File: config.mk
export PLATFORM = sky130hd
export DESIGN_NAME = reg_wb_arbiter
export DESIGN_NICKNAME = d
export VERILOG_FILES = /design/src/rtl/reg_wb_arbiter.sv
export SDC_FILE = /design/constraint.sdc
export NUM_CORES = 1
export LEC_CHECK = 0
export BUFFER_PORTS_ARGS = -buffer_cell sky130_fd_sc_hd__buf_2
export CAP_MARGIN = 20
export CORE_ASPECT_RATIO = 0.9
export CORE_MARGIN = 4
export CORE_UTILIZATION = 44
export DETAILED_ROUTE_END_ITERATION = 6
export GPL_TIMING_DRIVEN = 0
export PLACE_DENSITY_LB_ADDON = 0.05
export SLEW_MARGIN = 0
export SYNTH_ARGS = -nofsm -noshare
export SYNTH_HDL_FRONTEND = slang
export SYNTH_SLANG_ARGS = --single-unit
File: constraint.sdc
create_clock -name clk -period 1.54 [get_ports clk]
set_input_delay 0.154 -clock clk [delete_from_list [all_inputs] [get_ports clk]]
set_output_delay 0.154 -clock clk [all_outputs]
set_load 0.03 [all_outputs]
File: src/rtl/reg_wb_arbiter.sv
// Write-back arbiter and scoreboard for the register-file write port.
// WB_RR_EN defined selects round-robin arbitration; undefined gives fixed M priority.
module reg_wb_arbiter #(
  parameter int AW = 4,
  parameter int DW = 32
) (
  input  logic                 clk,
  input  logic                 rst_n,
  input  logic                 a_valid,
  output logic                 a_ready,
  input  logic [AW-1:0]        a_ad,
  input  logic [DW-1:0]        a_d,
  input  logic                 m_valid,
  output logic                 m_ready,
  input  logic [AW-1:0]        m_ad,
  input  logic [DW-1:0]        m_d,
  input  logic                 iss_valid,
  input  logic [AW-1:0]        iss_ad,
  input  logic [AW-1:0]        ad_a,
  input  logic [AW-1:0]        ad_b,
  output logic                 haz_a,
  output logic                 haz_b,
  output logic                 we,
  output logic [AW-1:0]        wr_ad,
  output logic [DW-1:0]        d,
  output logic [(1<<AW)-1:0]   busy
);

  localparam int NREG = 1 << AW;

  logic            m_wins;
  logic [NREG-1:0] busy_nxt;

`ifdef WB_RR_EN
  // Pointer holds the last winner; reset as if A won so M is favoured first.
  logic last_a;

  always_ff @(posedge clk or negedge rst_n) begin
    if (!rst_n) begin
      last_a <= 1'b1;
    end else if (a_ready) begin
      last_a <= 1'b1;
    end else if (m_ready) begin
      last_a <= 1'b0;
    end
  end

  assign m_wins = last_a;
`else
  assign m_wins = 1'b1;
`endif

  // m_wins only matters on contention; a lone request is always granted.
  assign a_ready = a_valid && !(m_valid && m_wins);
  assign m_ready = m_valid && !(a_valid && !m_wins);

  always_ff @(posedge clk or negedge rst_n) begin
    if (!rst_n) begin
      we    <= 1'b0;
      wr_ad <= '0;
      d     <= '0;
    end else if (a_ready) begin
      // NOTE: non-blocking assignments keep every flop sampling pre-edge values.
      we    <= 1'b1;
      wr_ad <= a_ad;
      d     <= a_d;
    end else if (m_ready) begin
      we    <= 1'b1;
      wr_ad <= m_ad;
      d     <= m_d;
    end else begin
      we    <= 1'b0;
    end
  end

  always_comb begin
    // NOTE: default first so every path assigns busy_nxt and no latch is inferred.
    busy_nxt = busy;
    if (we) begin
      busy_nxt[wr_ad] = 1'b0;
    end
    // Set after clear: a newer producer on the same register stays pending.
    if (iss_valid) begin
      busy_nxt[iss_ad] = 1'b1;
    end
  end

  always_ff @(posedge clk or negedge rst_n) begin
    if (!rst_n) begin
      busy <= '0;
    end else begin
      busy <= busy_nxt;
    end
  end

  assign haz_a = busy[ad_a];
  assign haz_b = busy[ad_b];

endmodule

==> summary.md <==
| Metric | Value |
|---|---|
| Status | complete, but fails checks |
| Failing checks | negative setup slack |
| H-tree Lvls | 2 |
| DR WL met2 | 3.46 mm |
| Post-synth ARST share | 100% |
| Die H | 81.5 um |
| Combinational share of power | between 30 and 40% |
| CP arrival | approximately 1.6 ns |
| FMAX | 567 MHz |
| FF+latch count, synth | 53 |
| Synth warn | 0 |
| Switch share | 38.0% |
| Max cap viols | 0 |
| Worst Skew | 0.00365 ns |
| Sw power | between 1.5 and 2 mW |
| Synth area leaders | dfrtp_1 50%, mux2i_1 16%, o21ai_0 12% |
| Core Box Area | 0.00576 mm^2 |
| Placed wire-length estimate | 5.70 mm |
| Pin count of the biggest net entering global routing | 28 |
| Worst Tran Pin Value | 0.632 ns |
| Worst EP required | ~1.4 ns |
| Global-route usage over all layers | approximately 20% |
| Reg power frac | 43.9% |
| Power density over the cells | between 1000 and 1500 mW/mm^2 |
| First-pass GRT wire length | 11.5 mm |
| Number of global-route vias before repair | 2367 |
| Clock-pin slew on the worst setup and hold paths | ~0.09 ns |
| Clk root buf | clkbuf_8 |
| Reg area | 0.00133 mm^2 |
| Routed met1 length | 3.19 mm |
| Final WS setup | -0.224 ns |
| Uppermost layer routed | met4 |
| Hold path start | m_d[29] |
| Worst setup startpoint | busy[12] |
| Crit start category | flip-flop |
| Drt first pass iters | 4 |
| Worst vdd ir | 0.522 mV |
| Final Hold Viols | 0 |
| Clock Path Buffers | 2 |
| LEAKAGE | between 1.5 and 2 nW |
| Post-synth top area share | 50.2% |
| Most numerous cell in the Yosys netlist | o21ai_0 |
| Syn avg cell area | 10.9 um^2 |
| Initial Utilization | 45.9% |
| WL final | approximately 7.3 mm |
| Critical path class | reg2out |
| Commonest cells post-synth | 61 x o21ai_0, 53 x dfrtp_1, 42 x mux2i_1 |
| Grt total ovfl | 0 |
| Sink Count | 53 |
| Rel. slew slack | 57.8% |
| Die X | 89.7 um |
| Clock power share | 18.4% |
| Initial antenna violation count | 0 |
| Vias per cell | around 5.2 |
| Number of synthesized flops with an enable pin | 0 |
| RR Startpoint | wr_ad[0] |
| Die ar. | 0.00731 mm^2 |
| Final ANT Viol Nets | 0 |
| Unrepaired setup endpoints after global routing | true |
| Residual DRC | 0 |
| Cell Area, Synth | 0.00264 mm^2 |
| # diodes | 0 |
| Routed wl met3 | approximately 620 um |
| Fin Hold WS | 0.0565 ns |
| Layout fillers | 521 |
| GP Congestion | 0.803 |
| Final worst path period need | 1.76 ns |
| Hold crit path type | in2reg |
| Seq/Total Area, Yosys | 50.2% |
| Main flop type after synthesis | dfrtp_1 |
| Post-synth top area cell | dfrtp_1 |
| Total CTS buffers | 5 |
| Int Pwr | approximately 2.6 mW |
| Post-Syn Nets | 331 |
| # IOs | 146 |
| Vias | 2426 |
| PortBufs | 143 |
| CTS tree | built |
| Layout cells sized above 1 | a little over two fifths |
| # rows | 26 |
| Multi-input gate area | 0.00122 mm^2 |
| Tcrit/Tclk final | 115% |
| Synth Instances | about 240 |
| Routed WL per cell | 15.5 um |
| Nature of the critical path endpoint | output port |
| Area Overhead vs Synth | 35.6% |
| Yosys cell types | 20 |
| DRT iter0 DRCs | just over 90 |
| Max-slew violations | 0 |
| Net count, final | approximately 490 |
| Fin util | 62.2% |
| Latest clock arrival within the worst-skew pair | 0.29 ns |
| Setup violators final | 2 |
| CP max FO | 3 |
[power groups by stage]
| stage | clock network (mW) | logic [mW] | registers [mW] |
|---|---|---|---|
| final | 0.759 | 1.55 | 1.81 |
| after CTS | 0.792 | 1.57 | 1.80 |
| after global placement | 0 | 1.43 | 1.83 |
| after global routing | 0.852 | 1.68 | 1.84 |
| after floorplan | 0 | 0.496 | 2.24 |
| after detailed placement | 0 | 1.46 | 1.84 |
[worst max-delay path: stages (launching register included)]
cell and delay, ns:
dfrtp_1 0.43, mux4_2 0.46, mux2i_1 0.16, mux2i_1 0.09, buf_4 0.17
[final timing paths]
| path | endpoint | slack (ns) | cells after the start |
|---|---|---|---|
| worst max-delay path | haz_a | -0.22 | 4 |
| worst min-delay path | d[29] | 0.06 | 3 |
| worst max register to register | busy[8] | 0.16 | 3 |
| worst min register to register | d[3] | 0.57 | 2 |
| max in group asynchronous | d[29] | 0.57 | 3 |
| min in group asynchronous | d[18] | 0.40 | 2 |
[flip-flops by register name, indices dropped and copies added (netlist names)]
signal,flops
wr_ad,4
d,32
busy,16
we,1
[per-stage QoR]
stage	power [mW]	cell area, um^2	TNS, ns	setup WS, ns	cells
after floorplan	2.73	2640	0	0.0106	242
after global placement	3.26	3450	0	0.0495	455
after detailed placement	3.29	3470	0	0.0439	456
after CTS	4.17	3580	-0.444	-0.233	471
after global routing	4.37	3580	-0.560	-0.304	471
final	4.12	3580	-0.426	-0.224	471
[kinds of logic (layout without fill, tap and decap cells)]
group                  after synthesis  in the layout  synth area share (%)
muxes                               50             50                  23.9
DFF                                 53             53                  50.2
and+or+nand+nor                     58             58                  9.94
AOI/OAI and AO/OA                   67             67                  13.4
buffers and inverters               14            173                  2.65
[routing by layer]
metal	up-vias	global-route usage, %
li1	1183	-
met1	1141	27.0
met2	97	33.0
met3	5	5.12
met4	0	4.32
met5	-	0
[area by class of cell]
cell class / instances / share of cell area (%)
clock inverter: 1 / 0.209
buffer: 13 / 1.85
timing repair buffer: 151 / 22.2
sequential: 53 / 37.0
multi-input combinational: 175 / 34.0
tap: 70 / 2.44
clock buffer: 7 / 2.13
inverter: 1 / 0.105
[cells in the final DEF (no fill, tap or decap), drive strengths merged]
cell	instances
dfrtp	53
o41ai	1
nand2	40
o2bb2ai	1
o21ai	61
nand3b	3
clkinvlp	1
nor2	2
or2	1
nand3	4
dlygate4sd3	1
clkbuf	14
inv	1
nand2b	5
or3b	1
or4b	1
o31ai	4
mux2i	42
nor2b	1
buf	156
mux4	8
[timing repair]
action,in CTS,in global routing
buffers inserted,6,0
setup endpoints to repair,2,2
resized for setup,9,0
hold endpoints to repair,26,0
hold buffers,1,0
Note: power is estimated with default switching activity, not from simulation.
